`config.mk`:
```
export PLATFORM = sky130hd
export DESIGN_NAME = tlc_phase_sched_flat
export DESIGN_NICKNAME = d
export VERILOG_FILES = /design/src/rtl/tlc_phase_sched_if.sv /design/src/rtl/tlc_phase_sched.sv /design/src/flat_wrapper.sv
export SDC_FILE = /design/constraint.sdc
export NUM_CORES = 1
export LEC_CHECK = 0
export BUFFER_PORTS_ARGS = -buffer_cell sky130_fd_sc_hd__buf_2
export CORE_AREA = 2 2 50 52
export CTS_CLUSTER_DIAMETER = 80
export DETAILED_ROUTE_END_ITERATION = 6
export DIE_AREA = 0 0 52 54
export HOLD_SLACK_MARGIN = 0.15
export PLACE_DENSITY_LB_ADDON = 0.15
export SLEW_MARGIN = 20
export SYNTH_ARGS = -nofsm -noshare
export SYNTH_HDL_FRONTEND = slang
export SYNTH_SLANG_ARGS = --single-unit
```
`constraint.sdc`:
```
create_clock -name clk -period 2.3 [get_ports clk]
set_clock_uncertainty 0.2 [all_clocks]
set_input_delay 0.23 -clock clk [delete_from_list [all_inputs] [get_ports clk]]
set_output_delay 0.23 -clock clk [all_outputs]
set_load 0.005 [all_outputs]
```
`src/rtl/tlc_phase_sched_if.sv`:
```
// Bus between the traffic-light phase scheduler, its request sources and the shared down-counting timer.
// The slave modport is the scheduler; the master modport is the environment driving requests and the timer.
interface tlc_phase_sched_if #(
  parameter int N = 4
);
  logic         clk_en;
  logic         car_ns;
  logic         car_ew;
  logic         ped;
  logic         emerg_ns;
  logic         emerg_ew;
  logic [N-1:0] timer_out;
  logic         timer_en;
  logic         timer_load;
  logic [N-1:0] timer_init;
  logic [1:0]   grant;
  logic         yellow;
  logic [2:0]   pending;

  modport master (
    output clk_en, car_ns, car_ew, ped, emerg_ns, emerg_ew, timer_out,
    input  timer_en, timer_load, timer_init, grant, yellow, pending
  );

  modport slave (
    input  clk_en, car_ns, car_ew, ped, emerg_ns, emerg_ew, timer_out,
    output timer_en, timer_load, timer_init, grant, yellow, pending
  );
endinterface

```
`src/rtl/tlc_phase_sched.sv`:
```
// Traffic-light phase scheduler: latches service requests, sequences green/yellow/all-red/walk
// phases on clock-divider ticks using an external shared timer, with emergency preemption.
module tlc_phase_sched #(
  parameter int N        = 4,
  parameter int GREEN_T  = 10,
  parameter int YELLOW_T = 5,
  parameter int PED_T    = 15,
  parameter int ALLRED_T = 1
) (
  input  logic             clk,
  input  logic             rst,
  tlc_phase_sched_if.slave bus
);

  typedef enum logic [2:0] {
    S_IDLE, S_ALLRED, S_GRN_NS, S_YEL_NS, S_GRN_EW, S_YEL_EW, S_WALK
  } state_t;

  typedef enum logic [1:0] {
    L_NS  = 2'd1,
    L_EW  = 2'd2,
    L_PED = 2'd3
  } served_t;

  localparam logic [N-1:0] GREEN_V  = N'(GREEN_T);
  localparam logic [N-1:0] YELLOW_V = N'(YELLOW_T);
  localparam logic [N-1:0] PED_V    = N'(PED_T);
  localparam logic [N-1:0] ALLRED_V = N'(ALLRED_T);

  state_t     state_q, state_d;
  state_t     arb_state;
  served_t    last_q, last_d;
  logic       fresh_q, fresh_d;
  logic [2:0] pending_q, pending_d;
  logic       expiry;

  always_ff @(posedge clk) begin
    if (!rst) begin
      state_q   <= S_IDLE;
      last_q    <= L_PED;
      fresh_q   <= 1'b0;
      pending_q <= 3'b000;
    end else begin
      state_q   <= state_d;
      last_q    <= last_d;
      fresh_q   <= fresh_d;
      pending_q <= pending_d;
    end
  end

  assign expiry = bus.clk_en && !fresh_q && (bus.timer_out == '0);

  // Round-robin over latched requests, starting with the service after last_q.
  always_comb begin
    arb_state = S_IDLE;
    if (bus.emerg_ns) begin
      arb_state = S_GRN_NS;
    end else if (bus.emerg_ew) begin
      arb_state = S_GRN_EW;
    end else begin
      unique case (last_q)
        L_NS: begin
          if      (pending_q[1]) arb_state = S_GRN_EW;
          else if (pending_q[2]) arb_state = S_WALK;
          else if (pending_q[0]) arb_state = S_GRN_NS;
        end
        L_EW: begin
          if      (pending_q[2]) arb_state = S_WALK;
          else if (pending_q[0]) arb_state = S_GRN_NS;
          else if (pending_q[1]) arb_state = S_GRN_EW;
        end
        default: begin
          if      (pending_q[0]) arb_state = S_GRN_NS;
          else if (pending_q[1]) arb_state = S_GRN_EW;
          else if (pending_q[2]) arb_state = S_WALK;
        end
      endcase
    end
  end

  always_comb begin
    state_d = state_q;
    if (bus.clk_en) begin
      unique case (state_q)
        S_IDLE:   if (|pending_q || bus.emerg_ns || bus.emerg_ew) state_d = S_ALLRED;
        S_ALLRED: if (expiry) state_d = arb_state;
        // An emergency for the green direction holds it, and NS wins when both are raised.
        S_GRN_NS: if (!bus.emerg_ns && (bus.emerg_ew || expiry)) state_d = S_YEL_NS;
        S_GRN_EW: if (bus.emerg_ns || (!bus.emerg_ew && expiry)) state_d = S_YEL_EW;
        S_YEL_NS: if (expiry) state_d = S_ALLRED;
        S_YEL_EW: if (expiry) state_d = S_ALLRED;
        S_WALK:   if (bus.emerg_ns || bus.emerg_ew || expiry) state_d = S_ALLRED;
        default:  state_d = S_IDLE;
      endcase
    end
  end

  always_comb begin
    fresh_d   = fresh_q;
    last_d    = last_q;
    pending_d = pending_q | {bus.ped, bus.car_ew, bus.car_ns};
    if (state_d != state_q) begin
      fresh_d = (state_d != S_IDLE);
      unique case (state_d)
        S_GRN_NS: begin pending_d[0] = 1'b0; last_d = L_NS;  end
        S_GRN_EW: begin pending_d[1] = 1'b0; last_d = L_EW;  end
        S_WALK:   begin pending_d[2] = 1'b0; last_d = L_PED; end
        default: ;
      endcase
    end else if (bus.clk_en) begin
      fresh_d = 1'b0;
    end
  end

  always_comb begin
    bus.grant      = 2'd0;
    bus.yellow     = 1'b0;
    bus.timer_en   = (state_q != S_IDLE);
    bus.timer_load = fresh_q;
    bus.timer_init = '0;
    bus.pending    = pending_q;
    unique case (state_q)
      S_GRN_NS: bus.grant = 2'd1;
      S_YEL_NS: begin bus.grant = 2'd1; bus.yellow = 1'b1; end
      S_GRN_EW: bus.grant = 2'd2;
      S_YEL_EW: begin bus.grant = 2'd2; bus.yellow = 1'b1; end
      S_WALK:   bus.grant = 2'd3;
      default: ;
    endcase
    if (fresh_q) begin
      unique case (state_q)
        S_ALLRED:           bus.timer_init = ALLRED_V;
        S_GRN_NS, S_GRN_EW: bus.timer_init = GREEN_V;
        S_YEL_NS, S_YEL_EW: bus.timer_init = YELLOW_V;
        S_WALK:             bus.timer_init = PED_V;
        default:            bus.timer_init = '0;
      endcase
    end
  end

endmodule

```
`src/flat_wrapper.sv`:
```
// flat-port wrapper written by rule: the top's interface ports become plain ports
module tlc_phase_sched_flat 
#(
  parameter int N        = 4,
  parameter int GREEN_T  = 10,
  parameter int YELLOW_T = 5,
  parameter int PED_T    = 15,
  parameter int ALLRED_T = 1
)
  (clk, rst, bus_clk_en, bus_car_ns, bus_car_ew, bus_ped, bus_emerg_ns, bus_emerg_ew, bus_timer_out, bus_timer_en, bus_timer_load, bus_timer_init, bus_grant, bus_yellow, bus_pending);
  tlc_phase_sched_if #(.N(N)) bus_i ();
  input  logic clk;
  input  logic rst;
  input wire logic [$bits(bus_i.clk_en)-1:0] bus_clk_en;
  input wire logic [$bits(bus_i.car_ns)-1:0] bus_car_ns;
  input wire logic [$bits(bus_i.car_ew)-1:0] bus_car_ew;
  input wire logic [$bits(bus_i.ped)-1:0] bus_ped;
  input wire logic [$bits(bus_i.emerg_ns)-1:0] bus_emerg_ns;
  input wire logic [$bits(bus_i.emerg_ew)-1:0] bus_emerg_ew;
  input wire logic [$bits(bus_i.timer_out)-1:0] bus_timer_out;
  output wire logic [$bits(bus_i.timer_en)-1:0] bus_timer_en;
  output wire logic [$bits(bus_i.timer_load)-1:0] bus_timer_load;
  output wire logic [$bits(bus_i.timer_init)-1:0] bus_timer_init;
  output wire logic [$bits(bus_i.grant)-1:0] bus_grant;
  output wire logic [$bits(bus_i.yellow)-1:0] bus_yellow;
  output wire logic [$bits(bus_i.pending)-1:0] bus_pending;
  assign bus_i.clk_en = bus_clk_en;
  assign bus_i.car_ns = bus_car_ns;
  assign bus_i.car_ew = bus_car_ew;
  assign bus_i.ped = bus_ped;
  assign bus_i.emerg_ns = bus_emerg_ns;
  assign bus_i.emerg_ew = bus_emerg_ew;
  assign bus_i.timer_out = bus_timer_out;
  assign bus_timer_en = bus_i.timer_en;
  assign bus_timer_load = bus_i.timer_load;
  assign bus_timer_init = bus_i.timer_init;
  assign bus_grant = bus_i.grant;
  assign bus_yellow = bus_i.yellow;
  assign bus_pending = bus_i.pending;
  tlc_phase_sched #(.N(N), .GREEN_T(GREEN_T), .YELLOW_T(YELLOW_T), .PED_T(PED_T), .ALLRED_T(ALLRED_T)) u_core (.clk(clk), .rst(rst), .bus(bus_i));
endmodule
```
; ---- Word-level counts from Yosys, hierarchy flattened
; Index checks and enable logic that the tools add are counted.
; W data, S select, Z words.
[totals]
regBits = 9
input_bits = 12
[classes]
eq_ne = 12
n_mux = 31
bitwise_logic = 1
reduce_logical = 25
[op_table]
columns = op, n
row1 = $mux W3, 18
row2 = $pmux W3 S6, 1
row3 = $pmux W4 S4, 1
row4 = $eq A3 B3 Y1 const B, 5
row5 = $pmux W2 S3, 2
row6 = $eq A3 B2 Y1 const B, 3
row7 = $reduce_bool A3 Y1, 3
row8 = $reduce_or A2 Y1, 4
row9 = $logic_or A1 B1 Y1, 6
row10 = $mux W1, 6
row11 = $pmux W3 S2, 1
row12 = $logic_and A1 B1 Y1, 4
row13 = $logic_not A4 Y1, 1
row14 = $mux W4, 1
row15 = $eq A3 B1 Y1 const B, 1
row16 = $logic_not A1 Y1, 3
row17 = $logic_not A3 Y1, 1
row18 = $ne A3 B3 Y1, 1
row19 = $or A3 B3 Y3, 1
row20 = $reduce_or A3 Y1, 1
row21 = $eq A2 B1 Y1 const B, 1
row22 = $eq A2 B2 Y1 const B, 1
row23 = $mux W2, 1
row24 = $reduce_and A2 Y1, 1
row25 = $reduce_bool A2 Y1, 1

; ---- Depth between registers and ports, before layout
[depth]
ltp_word = 12
ltp_mapped = 7

; ---- Worst setup path after synthesis
; OpenSTA, ideal clock, no wires.
[synth_path]
kind = register to register
from = reg u_core.last_q[0]
to = reg u_core.pending_q[0] (netlist: u_core.bus.pending[0])
t_arrival_ns = 1.626
path_slack_ns = 0.355
path_stages_with_launch = 7
path_buffers = 0
period_less_slack_ns = 1.945
cell_sequence = dfxtp_1 -> inv_1 -> ha_1 -> mux2i_1 -> a2111oi_0 -> o21ai_2 -> o221a_1
[synth_via]
elab_chain_cells = 10
elab_cells_between_ends = 12
cone_classes = 4 x eq/ne / 8 x mux
[synth_rtl]
columns = item, line
row1 = "start, declared", tlc_phase_sched.sv:32  ; served_t last_q, last_d;
row2 = "start signal, assigned", tlc_phase_sched.sv:45  ; last_q <= last_d;
row3 = $eq A2 B2 Y1 / $eq A2 B1 Y1 (equally long branches), tlc_phase_sched.sv:61  ; unique case (last_q)
row4 = $pmux W3 S2 *, tlc_phase_sched.sv:61
row5 = $mux W3 *, tlc_phase_sched.sv:58  ; end else if (bus.emerg_ew) begin
row6 = $mux W3 *, tlc_phase_sched.sv:56  ; if (bus.emerg_ns) begin
row7 = $mux W3 *, tlc_phase_sched.sv:86  ; S_ALLRED: if (expiry) state_d = arb_state;
row8 = $pmux W3 S6 *, tlc_phase_sched.sv:84  ; unique case (state_q)
row9 = $mux W3 *, tlc_phase_sched.sv:83  ; if (bus.clk_en) begin
row10 = $eq A3 B2 Y1, tlc_phase_sched.sv:104  ; unique case (state_d)
row11 = $mux W1, tlc_phase_sched.sv:104
row12 = $mux W3 *, tlc_phase_sched.sv:102  ; if (state_d != state_q) begin
row13 = "end signal, assigned", tlc_phase_sched.sv:47  ; pending_q <= pending_d;
row14 = "end, declared", tlc_phase_sched.sv:34  ; logic [2:0] pending_q, pending_d;
; Mark *: on every way between the ends. The rest lies on a longest branch, timed or not.
; A chain may end at the register's enable or synchronous reset.

; ---- Worst setup path in the final report
[layout_path]
from = in bus_clk_en
to = reg u_core.last_q[0]
[layout_via]
elab_chain_cells = 10
elab_cells_between_ends = 21
cone_classes = 4 x eq/ne / 8 x mux / 9 x reduce/logical
[layout_rtl]
columns = item, line
row1 = "start, declared", flat_wrapper.sv:14  ; input wire logic [$bits(bus_i.clk_en)-1:0] bus_clk_en;
row2 = $logic_and A1 B1 Y1 (2 in series), tlc_phase_sched.sv:51  ; assign expiry = bus.clk_en && !fresh_q && (bus.timer_out == '0);
row3 = $logic_and A1 B1 Y1 / $logic_or A1 B1 Y1 (equally long branches), "tlc_phase_sched.sv:89, tlc_phase_sched.sv:88"
row4 = $logic_or A1 B1 Y1 / $logic_and A1 B1 Y1 (equally long branches), "tlc_phase_sched.sv:89, tlc_phase_sched.sv:88"
row5 = "$mux W3, on equally long branches", "tlc_phase_sched.sv:89, tlc_phase_sched.sv:88"
row6 = $pmux W3 S6, tlc_phase_sched.sv:84
row7 = $mux W3 *, tlc_phase_sched.sv:83
row8 = $eq A3 B2 Y1 / $eq A3 B3 Y1 (equally long branches), tlc_phase_sched.sv:104
row9 = $reduce_bool A3 Y1 (no line), --
row10 = $reduce_and A2 Y1 (no line), --
; Marks and branches as above.

==> metrics.md <==
| Metric | Value |
|---|---|
| Series of cell instances along the critical path | `dlygate4sd3_1 -> buf_4 -> nor4b_4 -> and4_4 -> o211ai_1 -> nand3b_1 -> a21o_1` |
| Total of max-cap violations | `0` |
| Number of warnings issued by yosys | `0` |
| Status | `finished, final reports clean` |
| Most used flip-flop cell after synthesis | `dfxtp_1` |
| CP startpoint | `bus_clk_en` |
| Final wirelength | `1930 µm` |
| Final core occ | `43.2%` |
| Share of synthesized flip-flops with an asynchronous set or reset | `0%` |
| Worst Path Required | `2250 ps` |
| Setup repair after global routing missed its margin | `yes` |
| Area of the mapped netlist | `742 µm²` |
| Height of the die | `54 µm` |
| Yosys top cell by area | `dfxtp_1` |
| Slack of the critical path | `43.0 ps` |
| Reg-to-reg setup timing slack | `130 ps` |
| Highest-count cells in the layout ignoring fill and taps | `buf_2 (22), dfxtp_1 (9), nor2_1 (7), nand2_1 (7)` |
| Master of the slowest instance on the critical path | `dlygate4sd3_1` |
| Placed wire-length estimate | `1420 µm` |
| Most common cell after layout, fill and taps aside | `buf_2` |
| Count of state elements after synthesis | `9` |
| Slew HR | `61.7%` |
| Sequential cell area | `180 µm²` |
| Via count of the first global-routing pass | `682` |
| Power per Cell Area | `384 nW/µm²` |
| Via/cell ratio | `5.14` |
| Total number of vias | `796` |
| CTS H-tree depth | `1` |
| R2r startpoint | `u_core.last_q[0]$_SDFFE_PN1P_` |
| Critical path fanouts, max | `9` |
| Type of the worst setup path | `input pin to flip-flop` |
| Hold path startpoint | `bus_emerg_ew` |
| Area share of the largest cell type after synthesis | `24.3%` |
| Number of flops mapped to enable cells by yosys | `0` |
| CTS sink count | `9` |
| Final Max Tran Viols | `0` |
| Antenna violations before repair | `0` |
| Number of DRC markers in iteration 0 | `17` |
| Core footprint | `2320 µm²` |
| Total Nets Final | `140` |
| Site row count | `18` |
| Startpoint types | `input pin` |
| Die W | `52 µm` |
| 1st-pass router iterations | `4` |
| Hold Vio Cnt, Final | `0` |
| Fill cell total of the finished layout | `249` |
| Minimum period implied by the final worst setup slack | `2260 ps` |
| Mean instance size in the synthesized netlist | `7.89 µm²` |
| CP endpoint kind | `flip-flop` |
| Part of the Yosys area used for sequential elements | `24.3%` |
| Layout cell share with drive strength beyond 1 | `33.6%` |
| Clock tree from TritonCTS | `built` |
| Largest net degree at the start of global routing | `14` |
| Finish-stage setup viols | `0` |
| Maximum clock path buffer count | `2` |
| Maximum vdd ir drop | `325 µV` |
| DR DRC count | `0` |
| Clock network latency to the later pin of the worst-skew pair | `250 ps` |
| Relative area change from synthesis to final layout | `35.1%` |
| Setup TNS | `0 ps` |
| GRT Overall Usage | `14.0%` |
| Critical Path AT | `2210 ps` |
| Post-route clock period utilization | `98.1%` |
| Worst Max-Slew Pin Slew | `559 ps` |
| Worst hold-check path type | `input pin to flip-flop` |
| First-pass GRT wire length | `2950 µm` |
| Number of distinct library cells after synthesis | `43` |
| Antenna cell count | `0` |
| Maximum cell stage delay along the critical path | `520 ps` |
| Post-DRT Antenna Nets | `0` |
| Number of top-level pins | `24` |
| Syn Inst Count | `94` |
| Port Buffers | `23` |
| Setup WS pre-CTS | `136 ps` |
| Leakage power total | `0.485 nW` |
| Routability cong. | `0.732` |
| Buffer and inverter count on the worst path | `2` |
| CTS buffer count | `3` |
| Crit-path leading delay family | `simple AND/OR/NAND/NOR gates` |
| Initial cell density of the core | `32.0%` |
| WL/cell | `12.4 µm` |
| Area of the multi-input gates | `524 µm²` |
| Die Area | `2810 µm²` |
| Aggregate global routing overflow | `0` |
| Net count after synthesis | `108` |
| Upper clock frequency limit | `443 MHz` |
| Clock tree root driver cell | `clkbuf_4` |
| Clock input transition at the sequential cells of the worst setup and hold paths | `60 ps` |
| Dominant cells by area after synthesis | `dfxtp_1 (24%), nand2_1 (3.5%), nor2_1 (3.5%)` |
## cell usage after synthesis, drive strengths merged, types with 3 or more instances
master and instances:
buf 5, a21oi 5, nor2 8, inv 5, nand3 3, nand2 7, dfxtp 9, and2 4
o21ai 8, nor3 3, a211oi 3
## state kept, by name, indices dropped and copies added, names as in the netlist
register,cells
u_core.last_q,2
u_core.state_q,3
u_core.bus.pending,3
u_core.bus.timer_load,1
## kinds of logic (layout without fill, tap and decap cells)
group                    Yosys count  after routing  share of synthesized area, %
adder cells (fa/ha/maj)            2              2                          3.37
buffers and inverters             12             43                          8.26
AND/OR/NAND/NOR                   33             33                          25.3
XOR/XNOR                           2              2                          2.36
multiplexers                       2              2                          2.87
AO/OA/AOI/OAI                     34             34                          33.6
flip-flops                         9              9                          24.3
## final timing paths
kind / to / cells after the start
worst max-delay path: u_core.last_q[0]$_SDFFE_PN1P_ / 7
worst min-delay path: u_core.last_q[1]$_SDFFE_PN1P_ / 3
worst min register to register: u_core.last_q[0]$_SDFFE_PN1P_ / 1
worst max register to register: u_core.bus.pending[1]$_SDFF_PN0_ / 7
## metrics by stage
| stage | cell area, µm² | instances | hold slack (ps) | power [W] |
|---|---|---|---|---|
| after floorplan | 742 | 94 | 168 | 0.000225 |
| after CTS | 976 | 155 | 209 | 0.000386 |
| after global routing | 1000 | 155 | 234 | 0.000409 |
| after detailed placement | 890 | 145 | 260 | 0.000258 |
| final | 1000 | 155 | 220 | 0.000385 |
| after global placement | 890 | 145 | 254 | 0.000257 |
## cell type report
cell class                 instances  area share (%)
multi-input combinational         73            52.3
sequential                         9            18.0
inverter                           5            1.87
timing repair buffer              34            21.5
clock buffer                       4            2.62
tap                               30            3.75
## routing by layer
| metal | part of all wire (%) | vias up | GRT usage, % |
|---|---|---|---|
| met5 | 0 | - | 0 |
| met4 | 0.42 | 0 | 3.07 |
| met3 | 3.5 | 2 | 3.61 |
| met2 | 47 | 12 | 21.9 |
| met1 | 49 | 369 | 19.3 |
| li1 | - | 413 | - |
## what timing repair did
item | CTS | global route
hold buffers | 6 | 0
hold endpoints to repair | 8 | 0
resized for setup | 0 | 7
buffers inserted | 0 | 0
setup endpoints to repair | 0 | 2
## power by group
| part | switching [W] | leakage (nW) | internal (W) |
|---|---|---|---|
| Clock | 0.0000506 | 0.0150 | 0.0000665 |
| Sequential | 0.00000937 | 0.0740 | 0.000163 |
| Combinational | 0.0000473 | 0.396 | 0.0000477 |
| Total | 0.000107 | 0.485 | 0.000277 |
## tightest hold or removal path, stage by stage
cell	delay, ps
buf_2	140
o211ai_1	160
nand3_1	110
Power figures use the tool's default switching activity.
